===== config.mk =====
export PLATFORM = sky130hd
export DESIGN_NAME = prewish5k_mask_sequencer
export DESIGN_NICKNAME = d
export VERILOG_FILES = /design/src/rtl/prewish5k_pkg.sv /design/src/rtl/prewish5k_prio_enc.sv /design/src/rtl/prewish5k_mask_sequencer.sv
export SDC_FILE = /design/constraint.sdc
export NUM_CORES = 1
export LEC_CHECK = 0
export BUFFER_PORTS_ARGS = -buffer_cell sky130_fd_sc_hd__buf_2
export CAP_MARGIN = 30
export CORE_MARGIN = 3
export CORE_UTILIZATION = 55
export DETAILED_ROUTE_END_ITERATION = 6
export PLACE_DENSITY = 0.76
export SLEW_MARGIN = 20
export SYNTH_ARGS = -nofsm -noshare
export SYNTH_HDL_FRONTEND = slang
export SYNTH_SLANG_ARGS = --single-unit
export TNS_END_PERCENT = 1

===== constraint.sdc =====
create_clock -name CLK_I -period 2.16 [get_ports CLK_I]
set_input_delay 0 -clock CLK_I [delete_from_list [all_inputs] [get_ports CLK_I]]
set_output_delay 0 -clock CLK_I [all_outputs]
set_load 0.02 [all_outputs]

===== src/rtl/prewish5k_pkg.sv =====
// rtl/prewish5k_pkg.sv - shared state encodings and defaults for the mask sequencer
package prewish5k_pkg;

  typedef enum logic [1:0] {
    P_WAITDIV = 2'd0,
    P_REQ     = 2'd1,
    P_ACK     = 2'd2
  } poll_state_e;

  typedef enum logic [1:0] {
    L_IDLE = 2'd0,
    L_SEND = 2'd1,
    L_WAIT = 2'd2
  } load_state_e;

  localparam int DEFAULT_ACK_TIMEOUT = 15;

  function automatic int sel_width(input int n);
    return (n > 1) ? $clog2(n) : 1;
  endfunction

endpackage


===== src/rtl/prewish5k_prio_enc.sv =====
// rtl/prewish5k_prio_enc.sv - lowest-index-first priority encoder with valid flag
module prewish5k_prio_enc #(
  parameter int N  = 4,
  parameter int IW = 2
) (
  input  logic [N-1:0]  req,
  output logic [IW-1:0] idx,
  output logic          valid
);

  // Scan from the top down so the lowest set index is the last one written.
  always_comb begin
    idx = '0;
    for (int i = N - 1; i >= 0; i--) begin
      if (req[i]) idx = IW'(i);
    end
  end

  assign valid = |req;

endmodule


===== src/rtl/prewish5k_mask_sequencer.sv =====
// rtl/prewish5k_mask_sequencer.sv - polls a button debouncer and issues one mentor mask load per press edge
module prewish5k_mask_sequencer
  import prewish5k_pkg::*;
#(
  parameter int NCHAN         = 4,
  parameter int DW            = 8,
  parameter int POLL_DIV_BITS = 16,
  parameter int ACK_TIMEOUT   = DEFAULT_ACK_TIMEOUT
) (
  input  logic                        CLK_I,
  input  logic                        RST_I,
  input  logic [DW-1:0]               dip_switch,
  output logic                        DBN_STB_O,
  input  logic [NCHAN-1:0]            DBN_DAT_I,
  input  logic                        DBN_STB_I,
  output logic                        MNT_STB_O,
  output logic [DW-1:0]               MNT_DAT_O,
  output logic [sel_width(NCHAN)-1:0] MNT_SEL_O,
  input  logic                        MNT_ACK_I,
  output logic                        o_err,
  output logic                        o_busy,
  output logic                        o_alive
);

  localparam int SW = sel_width(NCHAN);
  localparam int TW = $clog2(ACK_TIMEOUT + 1);
  localparam logic [TW-1:0] TMO_LAST = TW'(ACK_TIMEOUT - 1);

  poll_state_e              poll_q, poll_d;
  logic [POLL_DIV_BITS-1:0] div_q, div_d;
  logic [TW-1:0]            ptmo_q, ptmo_d;
  logic [NCHAN-1:0]         btn_q, btn_d;
  logic [NCHAN-1:0]         btn_prev_q, btn_prev_d;
  logic                     base_q, base_d;
  logic                     new_q, new_d;
  logic                     dbn_stb_q, dbn_stb_d;
  logic                     alive_q, alive_d;
  logic                     ptmo_err;

  load_state_e              load_q, load_d;
  logic [TW-1:0]            ltmo_q, ltmo_d;
  logic [SW-1:0]            sel_q, sel_d;
  logic [DW-1:0]            dat_q, dat_d;
  logic                     mnt_stb_q, mnt_stb_d;
  logic                     busy_q, busy_d;
  logic                     ltmo_err;

  logic [NCHAN-1:0]         pending_q, pending_d;
  logic [NCHAN-1:0]         new_edges, pend_all, clr_mask;
  logic                     err_q, err_d;
  logic [SW-1:0]            enc_idx;
  logic                     enc_valid;

  // Edges are formed the cycle after a sample lands, from btn_q against btn_prev_q,
  // and fed straight to the encoder so an idle load FSM still strobes at N+2.
  assign new_edges = new_q ? (btn_q & ~btn_prev_q) : '0;
  assign pend_all  = pending_q | new_edges;

  prewish5k_prio_enc #(
    .N  (NCHAN),
    .IW (SW)
  ) u_prio_enc (
    .req   (pend_all),
    .idx   (enc_idx),
    .valid (enc_valid)
  );

  always_comb begin
    poll_d     = poll_q;
    div_d      = div_q;
    ptmo_d     = ptmo_q;
    btn_d      = btn_q;
    btn_prev_d = btn_prev_q;
    base_d     = base_q;
    alive_d    = alive_q;
    new_d      = 1'b0;
    ptmo_err   = 1'b0;
    case (poll_q)
      P_WAITDIV: begin
        if (div_q == '1) begin
          div_d  = '0;
          poll_d = P_REQ;
        end else begin
          div_d = div_q + POLL_DIV_BITS'(1);
        end
      end
      P_REQ: begin
        poll_d = P_ACK;
        ptmo_d = '0;
      end
      P_ACK: begin
        if (DBN_STB_I) begin
          btn_prev_d = btn_q;
          btn_d      = DBN_DAT_I;
          new_d      = base_q;
          base_d     = 1'b1;
          alive_d    = ~alive_q;
          poll_d     = P_WAITDIV;
        end else if (ptmo_q == TMO_LAST) begin
          ptmo_err = 1'b1;
          poll_d   = P_WAITDIV;
        end else if (ptmo_q != '1) begin
          ptmo_d = ptmo_q + TW'(1);
        end
      end
      default: poll_d = P_WAITDIV;
    endcase
    dbn_stb_d = (poll_d == P_REQ);
  end

  always_comb begin
    load_d    = load_q;
    ltmo_d    = ltmo_q;
    sel_d     = sel_q;
    dat_d     = dat_q;
    clr_mask  = '0;
    ltmo_err  = 1'b0;
    mnt_stb_d = 1'b0;
    case (load_q)
      L_IDLE: begin
        if (enc_valid) begin
          sel_d     = enc_idx;
          dat_d     = ~dip_switch;
          load_d    = L_SEND;
          mnt_stb_d = 1'b1;
        end
      end
      L_SEND: begin
        load_d = L_WAIT;
        ltmo_d = '0;
      end
      L_WAIT: begin
        if (MNT_ACK_I) begin
          clr_mask = NCHAN'(1) << sel_q;
          load_d   = L_IDLE;
        end else if (ltmo_q == TMO_LAST) begin
          ltmo_err = 1'b1;
          clr_mask = NCHAN'(1) << sel_q;
          load_d   = L_IDLE;
        end else if (ltmo_q != '1) begin
          ltmo_d = ltmo_q + TW'(1);
        end
      end
      default: load_d = L_IDLE;
    endcase
    busy_d    = (load_d != L_IDLE);
    // A fresh edge on the channel being cleared survives the clear.
    pending_d = (pending_q & ~clr_mask) | new_edges;
    err_d     = err_q | ptmo_err | ltmo_err;
  end

  always_ff @(posedge CLK_I or posedge RST_I) begin
    if (RST_I) begin
      poll_q     <= P_WAITDIV;
      div_q      <= '0;
      ptmo_q     <= '0;
      btn_q      <= '0;
      btn_prev_q <= '0;
      base_q     <= 1'b0;
      new_q      <= 1'b0;
      dbn_stb_q  <= 1'b0;
      alive_q    <= 1'b0;
      load_q     <= L_IDLE;
      ltmo_q     <= '0;
      sel_q      <= '0;
      dat_q      <= '0;
      mnt_stb_q  <= 1'b0;
      busy_q     <= 1'b0;
      pending_q  <= '0;
      err_q      <= 1'b0;
    end else begin
      poll_q     <= poll_d;
      div_q      <= div_d;
      ptmo_q     <= ptmo_d;
      btn_q      <= btn_d;
      btn_prev_q <= btn_prev_d;
      base_q     <= base_d;
      new_q      <= new_d;
      dbn_stb_q  <= dbn_stb_d;
      alive_q    <= alive_d;
      load_q     <= load_d;
      ltmo_q     <= ltmo_d;
      sel_q      <= sel_d;
      dat_q      <= dat_d;
      mnt_stb_q  <= mnt_stb_d;
      busy_q     <= busy_d;
      pending_q  <= pending_d;
      err_q      <= err_d;
    end
  end

  assign DBN_STB_O = dbn_stb_q;
  assign MNT_STB_O = mnt_stb_q;
  assign MNT_DAT_O = dat_q;
  assign MNT_SEL_O = sel_q;
  assign o_err     = err_q;
  assign o_busy    = busy_q;
  assign o_alive   = alive_q;

endmodule


After elaboration in Yosys (flattened, before gate mapping)

Cells that the tools add are included.

Register bits after elaboration: 57
Latch bits: 0
Memory bits (writable): 0
Bits in read-only memories: 0
Input bits: 16
Output and inout bits: 15
Memories: 0

Add/subtract/negate cells: 3
Multiply operators: 0
Divide/modulo/power cells: 0
$lt $le $gt $ge: 0
Eq/ne operators: 16
Shift operators: 1
Muxes and demuxes: 35
Bitwise gates (word level): 10
Reductions and logical operators: 10

Operators with widths:

| operator              | number |
|---|---|
| $mux 4                | 10 |
| $mux 2                | 10 |
| $add 16x1->16 const B | 1 |
| $eq 16x16->1 const B  | 1 |
| $mux 16               | 1 |
| $pmux 4 s2            | 2 |
| $ne 2x2->1 const B    | 6 |
| $pmux 2 s3            | 2 |
| $mux 1                | 10 |
| $add 4x1->4 const B   | 2 |
| $and 4x4->4           | 2 |
| $eq 4x4->1 const B    | 2 |
| $ne 4x4->1 const B    | 2 |
| $not 4->4             | 2 |
| $not 8->8             | 1 |
| $or 4x4->4            | 2 |
| $reduce_and 4->1      | 2 |
| $eq 2x1->1 const B    | 3 |
| $reduce_bool 2->1     | 3 |
| $eq 2x2->1 const B    | 2 |
| $logic_not 2->1       | 2 |
| $reduce_and 2->1      | 2 |
| $reduce_or 4->1       | 1 |
| $shl 1x2->4 const A   | 1 |
| other kinds (2)       | 3 |

Depth between registers and ports, before layout

Depth in word-level cells: 8
Depth in mapped cells: 6
Gate-level depth less buffers: 6

Cells and area by module

A second synthesis with hierarchy kept.

Cells, all modules: 247
Area total of the unflattened synthesis: 2,633.8 um^2

Modules (own cells, without submodules):

| module                   | times used | cells each | area each (um^2) | sequential area each (um^2) |
|---|---|---|---|---|
| prewish5k_mask_sequencer | 1          | 240        | 2,598.7          | 1,426.4 |
| prewish5k_prio_enc       | 1          | 7          | 35.0             | 0.0 |

Least setup slack after synthesis

No wires, ideal clock.

Path kind: register to register
Start point: register new_q
End point: register busy_q, in the netlist o_busy
Arrival: 1,506 ps
Required time: 2,033 ps
Setup slack: 526 ps
Cell stages (with the launch flop): 6
Buffers on the path: 1
Clock period less this slack: 1,634 ps
Cell sequence: dfrtp_1 and3b_1 nor4_1 a21oi_1 buf_2 or2_2

Word-level cells in the longest chain between the ends: 6

Ends and longest elaborated chain:

| what                   | line                            | source |
|---|---|---|
| start, declared        | prewish5k_mask_sequencer.sv:35  | `logic new_q, new_d;` |
| start signal, assigned | prewish5k_mask_sequencer.sv:178 | `new_q <= new_d;` |
| $mux 4                 | prewish5k_mask_sequencer.sv:56  | `assign new_edges = new_q ? (btn_q & ~btn_prev_q) : '0;` |
| $or 4x4->4             | prewish5k_mask_sequencer.sv:57  | `assign pend_all = pending_q \| new_edges;` |
| $reduce_or 4->1        | prewish5k_prio_enc.sv:19        | `assign valid = \|req;` |
| $mux 2                 | prewish5k_mask_sequencer.sv:121 | `if (enc_valid) begin` |
| $pmux 2 s3             | prewish5k_mask_sequencer.sv:119 | `case (load_q)` |
| $reduce_bool 2->1      | prewish5k_mask_sequencer.sv:146 | `busy_d = (load_d != L_IDLE);` |
| named net busy_d       | prewish5k_mask_sequencer.sv:45  | `logic busy_q, busy_d;` |
| end signal, assigned   | prewish5k_mask_sequencer.sv:186 | `busy_q <= busy_d;` |
| end, declared          | prewish5k_mask_sequencer.sv:45  |  |

The timed path passes the listed nets, and every way through them passes these cells.
A chain may end at the register's enable or synchronous reset.

Worst setup path after layout

Start point: register poll_q[0]
End point: register div_q[13]

Word-level cells in the longest chain between the ends: 1

Ends and longest elaborated chain:

| what                   | line                            | source |
|---|---|---|
| start, declared        | prewish5k_mask_sequencer.sv:29  | `poll_state_e poll_q, poll_d;` |
| start signal, assigned | prewish5k_mask_sequencer.sv:172 | `poll_q <= poll_d;` |
| $logic_not 2->1        | prewish5k_mask_sequencer.sv:78  | `case (poll_q)` |
| end signal, assigned   | prewish5k_mask_sequencer.sv:173 | `div_q <= div_d;` |
| end, declared          | prewish5k_mask_sequencer.sv:30  | `logic [POLL_DIV_BITS-1:0] div_q, div_d;` |

Every way passes these cells.

==> metrics.log <==
INFO  metric outcome = finished clean
INFO  metric viasPerCell = 5.517
INFO  metric cp_data_required_time = 2.36 ns
INFO  metric drv.max_cap_violation_count = 0
INFO  metric share_of_final_layout_standard_cells_stronger_than_drive_strength_1 = 0.2279
INFO  metric grt_start_max_net_pins = 26
INFO  metric cts_root_buffer = clkbuf_8
INFO  metric synthesis.instances = 236
INFO  metric drt-wirelength-per-cell = 14.32 um
INFO  metric power.static_leakage = 1.506 nW
INFO  metric path_class = flop to flop
INFO  metric ys_types = 42
INFO  metric detailed_place.area = 2810 um^2
INFO  metric syn_nets = 257
INFO  metric synth.avg_cell_area = 10.96 um^2
INFO  metric rsz_0062_raised_after_global_routing = false
INFO  metric postRouteAntennaNets = 0
INFO  metric timing_hold_violations_final = 0
INFO  metric port_buffers = 30
INFO  metric detailedPlace.worstSlack = 0.3769 ns
INFO  metric syn-cell-area = 2587 um^2
INFO  metric crit_path_start_kind = flop
INFO  metric grt_pass1_wl = 7.976 mm
INFO  metric drcViolationCount = 0
INFO  metric overall_overflow_remaining_after_global_route = 0
INFO  metric synth.ff_latch_count = 57
INFO  metric grt_pass1_vias = 1782
INFO  metric slowest_cell_delay_on_critical_path = 0.48 ns
INFO  metric yosys.area.top_type = dfrtp_1
INFO  metric min_tclk_post_route = 1.814 ns
INFO  metric area_delta_synth_final = 21.23%
INFO  metric worstPathCellList = and4bb_2, nand3_1, nor4_4, a21oi_1
INFO  metric cts_buffers = 9
INFO  metric report.final.setup_viol = 0
INFO  metric worst_slew_pin_slew = 0.5620 ns
INFO  metric arrival = 2.01 ns
INFO  metric critical_path.n_buffers_inverters = 0
INFO  metric skew = 0.007805 ns
INFO  metric floorplan_row_count = 24
INFO  metric synth_largest_type_area_fraction = 0.5513
INFO  metric place_congestion = 0.7914
INFO  metric totalWireLength = 4.955 mm
INFO  metric dieWidth = 74.59 um
INFO  metric cts.repair_timing.setup_buffer_count = 0
INFO  metric timing.max_slew.rel_slack = 0.6245
INFO  metric count_of_pins_on_the_block_boundary = 31
INFO  metric starting_density_of_the_core = 0.5822
INFO  metric initial_antenna_violation_count = 0
INFO  metric layout.cells.most_common = dfrtp_1
INFO  metric post-route-worst-setup-slack = 0.3460 ns
INFO  metric finish.utilization = 0.7058
INFO  metric die_area = 5564 um^2
INFO  metric clkSinkCount = 57
INFO  metric dr.pass1.iters = 4
INFO  metric fin_tns_setup = 0 ns
INFO  metric layout.cells.most_common_list = dfrtp_1 (57), buf_2 (30), nor2_1 (17), inv_1 (17), nand2_1 (16)
INFO  metric tritoncts_clock_tree = built
INFO  metric critical_path.slowest_cell = nor4_4
INFO  metric worstHoldPathType = input pin to flop
INFO  metric worstSkewPairLatency = 0.33 ns
INFO  metric synth-seq-area-share = 0.5513
INFO  metric finish.instance_area = 3137 um^2
INFO  metric vias_post_dr = 1909
INFO  metric clock_path_buffers = 2
INFO  metric floorplan.core_area = 4444 um^2
INFO  metric power_density = 1137 nW/um^2
INFO  metric layout.nets = 310
INFO  metric cp_top_family = simple AND/OR/NAND/NOR gates
INFO  metric synth-edff-count = 0
INFO  metric diodes = 0
INFO  metric critical_path.max_fanout = 10
INFO  metric max-vdd-ir-drop = 0.0005512 V
INFO  metric synth_warnings = 0
INFO  metric postSynth.asyncResetShare = 1.000
INFO  metric htree_num_levels = 3
INFO  metric max_freq = 0.5513 GHz
INFO  metric period_share = 0.8398
INFO  metric detailedRoute.firstIterationViolations = 102
INFO  metric dominantRegCellSynth = dfrtp_1
INFO  metric critPathCaptureType = flop
INFO  metric cts.clk_slew.worst_paths = 0.07 ns
INFO  metric slew_viol_final = 0
INFO  metric ys_top_cells_by_area = dfrtp_1 (55%), mux2_2 (3.5%), mux2i_1 (3.1%), xor2_1 (3.0%), nand3_1 (2.7%)
INFO  metric floorplan.die.height = 74.59 um
INFO  metric grt_use_total = 0.1948
INFO  metric dp_hpwl = 3.282 mm
power by group:
part           internal [W]  switching, W
clock network      0.000560      0.000419
registers           0.00134      0.000213
logic              0.000436      0.000602
total               0.00233       0.00123
repair_timing:
action | in CTS | in global routing
hold buffers | 13 | 0
hold endpoints to repair | 35 | 0
gates resized for setup | 0 | 0
flip-flops by register name, indices dropped and copies added (netlist names), 4 cells and up:
signal / flops
div_q: 16
MNT_DAT_O: 8
btn_prev_q: 4
btn_q: 4
ltmo_q: 4
pending_q: 4
ptmo_q: 4
logic make-up (layout without fill, tap and decap cells):
family                   after synthesis  in the layout  synth area share
flip-flops                            57             57            0.5513
AND/OR/NAND/NOR                       86             86            0.1920
buffers and inverters                 24             82           0.03772
XOR/XNOR                              15             15           0.05078
multiplexers                          16             16           0.06577
AO/OA/AOI/OAI                         33             33           0.07834
adder cells (fa/ha/maj)                5              5           0.02418
worst reg2reg max path, stage by stage (launching register included):
cell and delay (ns):
dfrtp_1 0.46, and4bb_2 0.39, nand3_1 0.26, nor4_4 0.48, a21oi_1 0.08
per-stage QoR:
step                      cells  power, W  hold slack, ns
after global placement      317  0.002520         0.06244
after floorplan             236  0.002275         0.09267
after detailed placement    317  0.002561         0.05834
after global routing        346  0.003772         0.02790
after CTS                   346  0.003569        0.003102
final                       346  0.003566         0.02506
path summary, 6_finish.rpt:
kind | startpoint | endpoint | slack [ns] | depth (start not counted)
setup / recovery | poll_q[0]$_DFF_PP0_ | div_q[13]$_DFFE_PP0P_ | 0.35 | 4
hold / removal | MNT_ACK_I | load_q[1]$_DFF_PP0_ | 0.03 | 4
setup reg to reg | poll_q[0]$_DFF_PP0_ | div_q[13]$_DFFE_PP0P_ | 0.35 | 4
hold reg to reg | base_q$_DFFE_PP0P_ | base_q$_DFFE_PP0P_ | 0.45 | 2
max in group asynchronous | RST_I | ltmo_q[3]$_DFFE_PP0P_ | 1.29 | 4
min in group asynchronous | RST_I | poll_q[1]$_DFF_PP0_ | 0.24 | 3
layer usage:
metal  GRT usage  part of all wire
met5           0                 0
met4     0.07115            0.0081
met1      0.2373              0.46
met2      0.3171              0.49
met3     0.07297             0.040
final cells by class:
cell class | instances | area [um^2]
Timing Repair Buffer | 48 | 317.8
Fill cell | 325 | 1308
Multi-Input combinational cell | 155 | 1064
Inverter | 18 | 67.56
Clock buffer | 11 | 141.4
Sequential cell | 57 | 1426
Tap cell | 52 | 65.06
Clock inverter | 5 | 55.05
synthesized netlist by cell type, types with 2 or more instances:
cell	n
nor4_1	3
and4_1	2
o21ai_0	13
inv_1	18
nand4_1	6
clkbuf_2	2
nor2_1	17
xnor2_1	6
and3b_1	2
nor2b_1	2
nand3b_1	4
xor2_1	9
nand3_1	14
clkbuf_1	2
nand2b_1	2
and4bb_2	2
o31ai_1	4
o211ai_1	3
a41oi_1	2
or4_1	3
mux2i_1	8
nor3b_1	2
a21oi_1	6
a31oi_1	2
nand2_1	16
or2_2	2
dfrtp_1	57
and3_1	2
ha_1	5
mux2_2	8
Note: power is estimated with default switching activity, not from simulation.
